### config.mk
export PLATFORM = sky130hd
export DESIGN_NAME = operand_framer
export DESIGN_NICKNAME = d
export VERILOG_FILES = /design/src/rtl/operand_pkg.sv /design/src/rtl/operand_out_slot.sv /design/src/rtl/operand_framer.sv
export SDC_FILE = /design/constraint.sdc
export NUM_CORES = 1
export LEC_CHECK = 0
export CAP_MARGIN = 10
export CORE_ASPECT_RATIO = 0.75
export CORE_UTILIZATION = 48
export DETAILED_ROUTE_END_ITERATION = 8
export PLACE_DENSITY = 0.72
export SYNTH_ARGS = -nofsm -noshare
export SYNTH_HDL_FRONTEND = slang
export SYNTH_SLANG_ARGS = --single-unit
### constraint.sdc
create_clock -name clk -period 12.79 [get_ports clk]
set_input_delay 2.558 -clock clk [delete_from_list [all_inputs] [get_ports clk]]
set_output_delay 2.558 -clock clk [all_outputs]
set_load 0.01 [all_outputs]
### src/rtl/operand_pkg.sv
// Shared types and constants for the five-operand arithmetic front end.
package operand_pkg;

    localparam int unsigned OP_W  = 16;
    localparam int unsigned OP_N  = 5;
    localparam int unsigned IDX_W = $clog2(OP_N);

    typedef logic [OP_W-1:0] op_t;
    typedef op_t [OP_N-1:0] op_set_t;

    typedef enum logic {
        COLLECT = 1'b0,
        RESYNC  = 1'b1
    } framer_state_e;

endpackage

### src/rtl/operand_out_slot.sv
// Registered valid/ready holding stage for one operand set.
module operand_out_slot
    import operand_pkg::*;
(
    input  logic    clk,
    input  logic    rst,
    input  logic    load,
    input  op_set_t set_in,
    input  logic    m_ready,
    output logic    m_valid,
    output op_set_t set_out
);

    logic    valid_q, valid_d;
    op_set_t set_q, set_d;

    // A load in the same cycle as a drain wins, so back-to-back sets leave no bubble.
    always_comb begin
        valid_d = valid_q;
        set_d   = set_q;
        if (valid_q && m_ready) begin
            valid_d = 1'b0;
        end
        if (load) begin
            valid_d = 1'b1;
            set_d   = set_in;
        end
    end

    always_ff @(posedge clk or posedge rst) begin
        if (rst) begin
            valid_q <= 1'b0;
            set_q   <= '0;
        end else begin
            valid_q <= valid_d;
            set_q   <= set_d;
        end
    end

    assign m_valid = valid_q;
    assign set_out = set_q;

endmodule

### src/rtl/operand_framer.sv
// Frames a serial word stream into five-operand sets; drops and resyncs on malformed frames.
// Optional OPERAND_FRAMER_FRAME_CNT_EN adds frame_cnt / err_cnt statistics outputs.
module operand_framer
    import operand_pkg::*;
(
    input  logic            clk,
    input  logic            rst,
    input  logic            s_valid,
    output logic            s_ready,
    input  logic [OP_W-1:0] s_data,
    input  logic            s_last,
    output logic            m_valid,
    input  logic            m_ready,
    output logic [OP_W-1:0] m_in1,
    output logic [OP_W-1:0] m_in2,
    output logic [OP_W-1:0] m_in3,
    output logic [OP_W-1:0] m_in4,
    output logic [OP_W-1:0] m_in5,
    output logic            frame_err
`ifdef OPERAND_FRAMER_FRAME_CNT_EN
    ,
    output logic [15:0]     frame_cnt,
    output logic [7:0]      err_cnt
`endif
);

    framer_state_e    state_q, state_d;
    logic [IDX_W-1:0] idx_q, idx_d;
    op_set_t          collect_q, collect_d;
    logic             frame_err_q, frame_err_d;
    logic             load_c;
    logic             s_ready_c;
    logic             last_slot_c;
    logic             slot_valid;
    op_set_t          slot_set;

    assign last_slot_c = (idx_q == IDX_W'(OP_N - 1));
    // Only the closing word stalls, and only while the previous set is still waiting.
    assign s_ready_c   = !(state_q == COLLECT && last_slot_c && slot_valid && !m_ready);
    assign s_ready     = s_ready_c;

    // Framing FSM: collect words, validate s_last position, resync after long frames.
    always_comb begin
        state_d     = state_q;
        idx_d       = idx_q;
        collect_d   = collect_q;
        frame_err_d = 1'b0;
        load_c      = 1'b0;
        if (s_valid && s_ready_c) begin
            case (state_q)
                COLLECT: begin
                    collect_d[idx_q] = s_data;
                    if (last_slot_c) begin
                        idx_d = '0;
                        if (s_last) begin
                            load_c = 1'b1;
                        end else begin
                            frame_err_d = 1'b1;
                            state_d     = RESYNC;
                        end
                    end else if (s_last) begin
                        idx_d       = '0;
                        frame_err_d = 1'b1;
                    end else begin
                        idx_d = idx_q + IDX_W'(1);
                    end
                end
                RESYNC: begin
                    if (s_last) begin
                        state_d = COLLECT;
                        idx_d   = '0;
                    end
                end
                default: state_d = COLLECT;
            endcase
        end
    end

    always_ff @(posedge clk or posedge rst) begin
        if (rst) begin
            state_q     <= COLLECT;
            idx_q       <= '0;
            collect_q   <= '0;
            frame_err_q <= 1'b0;
        end else begin
            state_q     <= state_d;
            idx_q       <= idx_d;
            collect_q   <= collect_d;
            frame_err_q <= frame_err_d;
        end
    end

    // collect_d already holds the closing word in its slot when load_c fires.
    operand_out_slot u_out_slot (
        .clk     (clk),
        .rst     (rst),
        .load    (load_c),
        .set_in  (collect_d),
        .m_ready (m_ready),
        .m_valid (slot_valid),
        .set_out (slot_set)
    );

    assign m_valid   = slot_valid;
    assign m_in1     = slot_set[0];
    assign m_in2     = slot_set[1];
    assign m_in3     = slot_set[2];
    assign m_in4     = slot_set[3];
    assign m_in5     = slot_set[4];
    assign frame_err = frame_err_q;

`ifdef OPERAND_FRAMER_FRAME_CNT_EN
    logic [15:0] frame_cnt_q, frame_cnt_d;
    logic [7:0]  err_cnt_q, err_cnt_d;

    // Frame count wraps; error count saturates.
    always_comb begin
        frame_cnt_d = frame_cnt_q;
        err_cnt_d   = err_cnt_q;
        if (slot_valid && m_ready) begin
            frame_cnt_d = frame_cnt_q + 16'(1);
        end
        if (frame_err_d && err_cnt_q != 8'hFF) begin
            err_cnt_d = err_cnt_q + 8'(1);
        end
    end

    always_ff @(posedge clk or posedge rst) begin
        if (rst) begin
            frame_cnt_q <= '0;
            err_cnt_q   <= '0;
        end else begin
            frame_cnt_q <= frame_cnt_d;
            err_cnt_q   <= err_cnt_d;
        end
    end

    assign frame_cnt = frame_cnt_q;
    assign err_cnt   = err_cnt_q;
`endif

endmodule

==> results of run 1 <==
==> area by class of cell <==
type | count | area, sq um | share of cell area
Timing Repair Buffer | 114 | 1110 | 0.130
Multi-Input combinational cell | 420 | 2480 | 0.290
Clock inverter | 10 | 131 | 0.0153
Tap cell | 175 | 219 | 0.0255
Clock buffer | 20 | 447 | 0.0521
Inverter | 6 | 27.5 | 0.00321
Sequential cell | 166 | 4150 | 0.484
==> critical path, stage by stage <==
cell and delay, ns:
clkdlybuf4s50_1 0.51, and4b_1 0.22, nand2b_1 0.14, clkdlybuf4s50_1 0.56
==> path summary, 6_finish.rpt <==
path | from | to | slack [ns] | cells past startpoint
min reg2reg | collect_q[33] | collect_q[33] | 0.50 | 2
min in group asynchronous | rst | u_out_slot.set_out[71] | 2.72 | 2
max in group asynchronous | rst | collect_q[30] | 8.73 | 3
max reg2reg | idx_q[1] | u_out_slot.set_out[28] | 8.62 | 7
max | m_ready | s_ready | 6.25 | 4
min | collect_q[33] | collect_q[33] | 0.50 | 2
==> metal layers <==
metal	vias to the layer above	wire length, microns
li1	2508	-
met1	2922	8380
met2	273	9050
met3	44	1640
met4	0	408
met5	-	0
==> report_power, final <==
group | total (mW) | internal (mW) | switching, mW
Sequential | 0.899 | 0.768 | 0.130
Clock | 0.511 | 0.308 | 0.203
Combinational | 0.776 | 0.381 | 0.394
==> flip-flops by register name, summed over array words and instances, names as in the netlist <==
name	count
collect_q	80
frame_err	1
idx_q	3
state_q	1
u_out_slot.m_valid	1
u_out_slot.set_out	80
==> per-stage QoR <==
| stage | hold WS (ns) | total power [mW] | cells |
|---|---|---|---|
| floorplan | 0.454 | 1.28 | 652 |
| global placement | 0.468 | 1.63 | 880 |
| detailed placement | 0.477 | 1.67 | 880 |
| CTS | 0.497 | 2.19 | 910 |
| global route | 0.514 | 2.31 | 911 |
| finish | 0.497 | 2.19 | 911 |
==> synth_stat cells <==
cell type	n
a21boi_0	1
a21o_1	1
a21oi_1	96
a22o_1	1
a31oi_1	66
a32o_1	1
and2_1	2
and3b_1	1
and4b_1	1
buf_1	2
buf_2	15
buf_4	1
buf_6	1
clkbuf_1	40
clkbuf_4	1
clkinv_1	1
dfrtp_1	166
ha_1	4
inv_1	5
mux2_2	6
mux2_4	10
mux2i_1	16
nand2_1	65
nand2b_1	4
nand3_1	48
nand3b_4	1
nand4_1	16
nand4b_1	2
nand4bb_1	1
nor2_1	1
nor2b_1	1
nor3_1	1
nor3b_1	1
nor3b_2	1
nor4bb_1	1
o211ai_1	2
o21ai_0	59
o21ai_1	6
o21bai_1	1
o31ai_1	1
or2_2	1
or3b_2	1
==> cells by family after synthesis <==
family	Yosys count	synth area share
AO/OA/AOI/OAI	235	0.186
adder cells (fa/ha/maj)	4	0.00726
buffers and inverters	66	0.0408
flip-flops	166	0.602
multiplexers	32	0.0548
AND/OR/NAND/NOR	149	0.109
==> metrics.md, run 1 <==
| Metric | Value |
|---|---|
| Status | `complete, no violations` |
| Vias | `5747` |
| Die area | `14900 sq um` |
| Worst Tran Pin Value | `0.988 ns` |
| WP data arrival | `3.98 ns` |
| DR vias/cell | `6.31` |
| Vias in the first global route | `5704` |
| #FFs+latches synth | `~170` |
| Detailed Route Iter0 Violations | `592` |
| Row count | `37` |
| Routed len/inst | `between 20 and 25 microns` |
| Distinct cells, synth | `42` |
| Share of layout cells above drive strength 1 | `0.0870` |
| Initial Utilization | `0.496` |
| # Post-CTS Setup Buffers | `0` |
| Placed Area | `7990 sq um` |
| Maximum fanout along the worst path | `3` |
| Mapped Avg Cell Area | `10.6 sq um` |
| Clk sinks | `166` |
| Setup WS post-layout | `6.25 ns` |
| Synthesized Nets | `a little under 700` |
| Slew HR | `0.341` |
| Antenna violations before repair | `1` |
| Hold crit path type | `reg2reg` |
| Synthesized instance count | `roughly 650` |
| Final core occ | `0.617` |
| CORE AREA | `13900 sq um` |
| Largest cells by area after synthesis | `dfrtp_1, a21oi_1, a31oi_1` |
| Filler Cells Inserted | `1116` |
| Commonest non-fill, non-tap cell in the layout | `dfrtp_1` |
| Sequential cell area fraction in the yosys report | `0.602` |
| Final ANT Viol Nets | `0` |
| Clk slew on worst S/H paths | `0.06 ns` |
| CP Class | `in2out` |
| Gpl congestion | `0.796` |
| Crit path required time | `about 10 ns` |
| Drt drc | `0` |
| Die width | `140 microns` |
| Warning count from the yosys run | `0` |
| CP Launch Type | `input port` |
| WL final | `19.5 mm` |
| Final net count | `750` |
| Setup-failing EPs final | `0` |
| ANT cells | `0` |
| Clock root cell | `clkbuf_16` |
| Peak Freq | `around 150 MHz` |
| Final worst-path cycle share | `0.512` |
| Pin count of the biggest net entering global routing | `110` |
| Total grt overflow | `0` |
| Leakage | `between 3 and 4 nW` |
| M3 GR Usage | `0.0704` |
| GRT met2 Usage | `0.416` |
| Pwr/cell area | `255 nW/um^2` |
| Post-cts sizing count | `0` |
| Pre-antenna DRT Iters | `5` |
| Area delta synth->final | `24.4%` |
| Hpwl dp | `11.3 mm` |
| Clock skew | `between 0.01 and 0.015 ns` |
| Setup crit end kind | `primary output` |
| Cts hold-fix bufs | `0` |
| Most frequent cells in the layout | `dfrtp_1, clkdlybuf4s50_1, a21oi_1` |
| # IOs | `104` |
| Unrepaired setup endpoints after global routing | `false` |
| Slew Limit Fails | `0` |
| Final hold viol count | `0` |
| CTS Buffer Depth | `2` |
| CTS tree | `yes` |
| Cell Area, Synth | `6900 sq um` |
| Max Cap Viol | `0` |
| Port Buffer Count | `103` |
| Setup_tns | `0 ns` |
| Synth top area share | `0.602` |
| CTS Buf Count | `17` |
| Yosys top cell by area | `dfrtp_1` |
| Tot GR Track Use | `0.277` |
| First-pass GRT wire length | `31.2 mm` |
| GR peak layer | `met2` |
| CTS HTree Levels | `4` |
| Design Area, Final | `about 8600 sq um` |
| Post-place setup slack | `6.26 ns` |
| Clock latency at the later pin of the worst-skew pair | `0.43 ns` |
| Peak supply drop | `0.000141 V` |
| M1 GR Usage | `0.391` |
| Die H | `around 110 microns` |
| Tmin final | `6.54 ns` |
Power figures use the tool's default switching activity.
==> inputs of run 2 (changes only) <==
clock period = 6.25 ns   (was 12.79 ns; I/O delays follow)
==> run 2 against run 1 <==
Net effect:
- non-clock buffer count unchanged
- hold slack got worse by 0.0064 ns
- critical endpoint unchanged
- register-to-register slack got worse by 5.9 ns
- via count about the same
- sequential power increased by 100%
==> metrics.md, run 2 (same netlist as run 1, synthesis figures left out) <==
| Metric | Value |
|---|---|
| Design Power | `4.48 mW (+110%)` |
| CTS Buffer Depth | `2 (unchanged)` |
| Max Cap Viol | `0 (unchanged)` |
| Final worst-path cycle share | `0.644` |
| Peak Freq | `248 MHz` |
| Clock root cell | `clkbuf_16` |
| Port Buffer Count | `103 (unchanged)` |
| Detailed Route Iter0 Violations | `609 (+2.9%)` |
| ANT cells | `0 (unchanged)` |
| Clock latency at the later pin of the worst-skew pair | `0.42 ns (about the same)` |
| CTS tree | `yes` |
| Clk slew on worst S/H paths | `0.06 ns (about the same)` |
| Final hold viol count | `0 (unchanged)` |
| GRT met2 Usage | `0.404 (-0.0121)` |
| Slew HR | `0.330 (-0.0116)` |
| Row count | `37 (unchanged)` |
| Gpl congestion | `0.797 (+0.15%)` |
| Vias in the first global route | `5510 (-3.4%)` |
| Final ANT Viol Nets | `0 (unchanged)` |
| Setup-failing EPs final | `0 (unchanged)` |
| CP Launch Type | `flip-flop` |
| Placed insts | `880 (unchanged)` |
| CORE AREA | `13900 sq um (unchanged)` |
| Maximum fanout along the worst path | `17 (+14)` |
| CTS Buf Count | `17 (unchanged)` |
| # IOs | `104 (unchanged)` |
| Worst Tran Pin Value | `1.01 ns (+0.0174 ns)` |
| WP data arrival | `2.77 ns (-1.21 ns)` |
| Tot GR Track Use | `0.274 (-0.00342)` |
| Die H | `106 microns (unchanged)` |
| Share of layout cells above drive strength 1 | `0.0909 (+0.00395)` |
| DR vias/cell | `6.30 (about the same)` |
| Clock skew | `0.00677 ns (-0.00412 ns)` |
| Crit path required time | `5.00 ns (-5.23 ns)` |
| Post-cts sizing count | `0 (unchanged)` |
| Worst path cell trace | `clkinv_1 -> ha_1 -> and4b_1 -> nand2b_1 -> clkdlybuf4s50_1` |
| Worst stage delay on the critical path | `0.59 ns (+0.03 ns)` |
| Design Area, Final | `8600 sq um (+0.32%)` |
| GR peak layer | `met2` |
| Die width | `140 microns (unchanged)` |
| Peak supply drop | `0.000264 V (+88%)` |
| Initial Utilization | `0.496 (unchanged)` |
| Most frequent cells in the layout | `dfrtp_1, clkdlybuf4s50_1, a21oi_1` |
| Hpwl dp | `11.3 mm (about the same)` |
| Leakage | `3.85 nW (+0.18%)` |
| Pre-antenna DRT Iters | `5 (unchanged)` |
| Area delta synth->final | `24.8%` |
| Pin count of the biggest net entering global routing | `113 (+2.7%)` |
| CP Class | `reg2out` |
| Cts hold-fix bufs | `0 (unchanged)` |
| Die area | `14900 sq um (unchanged)` |
| Commonest non-fill, non-tap cell in the layout | `dfrtp_1` |
| Antenna violations before repair | `0 (-1)` |
| Clk sinks | `166 (unchanged)` |
| Final non-filler cell total | `912 (+0.11%)` |
| Vias | `5750 (+0.052%)` |
| Final net count | `750 (unchanged)` |
| Final Hold Slack | `0.491 ns (-0.00639 ns)` |
| # Post-CTS Setup Buffers | `0 (unchanged)` |
| Status | `complete, no violations` |
| Unrepaired setup endpoints after global routing | `false` |
| First-pass GRT wire length | `30.7 mm (-1.7%)` |
| CTS HTree Levels | `4 (unchanged)` |
| M1 GR Usage | `0.400 (+0.00870)` |
| Placed Area | `7990 sq um (about the same)` |
| Drt drc | `0 (unchanged)` |
| Setup_tns | `0 ns (unchanged)` |
| Hold crit path type | `reg2reg` |
| Slew Limit Fails | `0 (unchanged)` |
| WL final | `19.3 mm (-1.1%)` |
| M3 GR Usage | `0.0613 (-0.00909)` |
| Routed len/inst | `21.1 microns (-1.2%)` |
| Total grt overflow | `0 (unchanged)` |
| Tmin final | `4.02 ns` |
| Slowest CP cell | `clkdlybuf4s50_1` |
| Pwr/cell area | `521 nW/um^2 (+100%)` |
| Setup crit end kind | `primary output` |
[run 2: cell count changes in the layout (fill, tap and decap cells not counted), moves of 2 or more]
cell / delta
clkinv_2: -3
clkbuf_8: +3
clkbuf_1: -2
inv_6: +2
[run 2: metal layers]
metal / share of wire / routed length, microns
met5: 0 / 0
met4: 0.020 / 388
met3: 0.098 / 1890
met2: 0.45 / 8640
met1: 0.43 / 8350
[run 2: worst paths after layout]
check | from | end | slack, ns | cells after the start
worst max-delay path | idx_q[1] | s_ready | 2.23 | 5
worst min-delay path | collect_q[12] | collect_q[12] | 0.49 | 2
worst max register to register | idx_q[1] | u_out_slot.set_out[23] | 2.73 | 6
worst min register to register | collect_q[12] | collect_q[12] | 0.49 | 2
max in group asynchronous | rst | u_out_slot.set_out[54] | 3.57 | 3
min in group asynchronous | rst | u_out_slot.set_out[71] | 1.43 | 2
[run 2: critical path: cells and delay by family, from the launching register on]
family	cells	cell delay (ns)
buf+inv	2	1.10
fa+ha+maj	1	0.44
simple gates	2	0.31
flops	1	0.50
[run 2: layout make-up]
cell class	instances	area, sq um
clock inverter	10	120
timing repair buffer	114	1120
tap	175	219
multi-input combinational	420	2480
clock buffer	21	480
sequential	166	4150
inverter	6	27.5
fill	1099	5290
[run 2: stage by stage]
step                 util  worst slack, ns
floorplan               -            0.510
global route        0.619             2.07
detailed placement  0.575             2.36
global placement    0.575             2.35
finish              0.619             2.23
CTS                 0.619             2.24
[run 2: power breakdown]
part | total [mW] | switching (mW) | internal (mW)
clock network | 1.06 | 0.429 | 0.632
registers | 1.83 | 0.262 | 1.57
logic | 1.59 | 0.807 | 0.782
total | 4.48 | 1.50 | 2.99
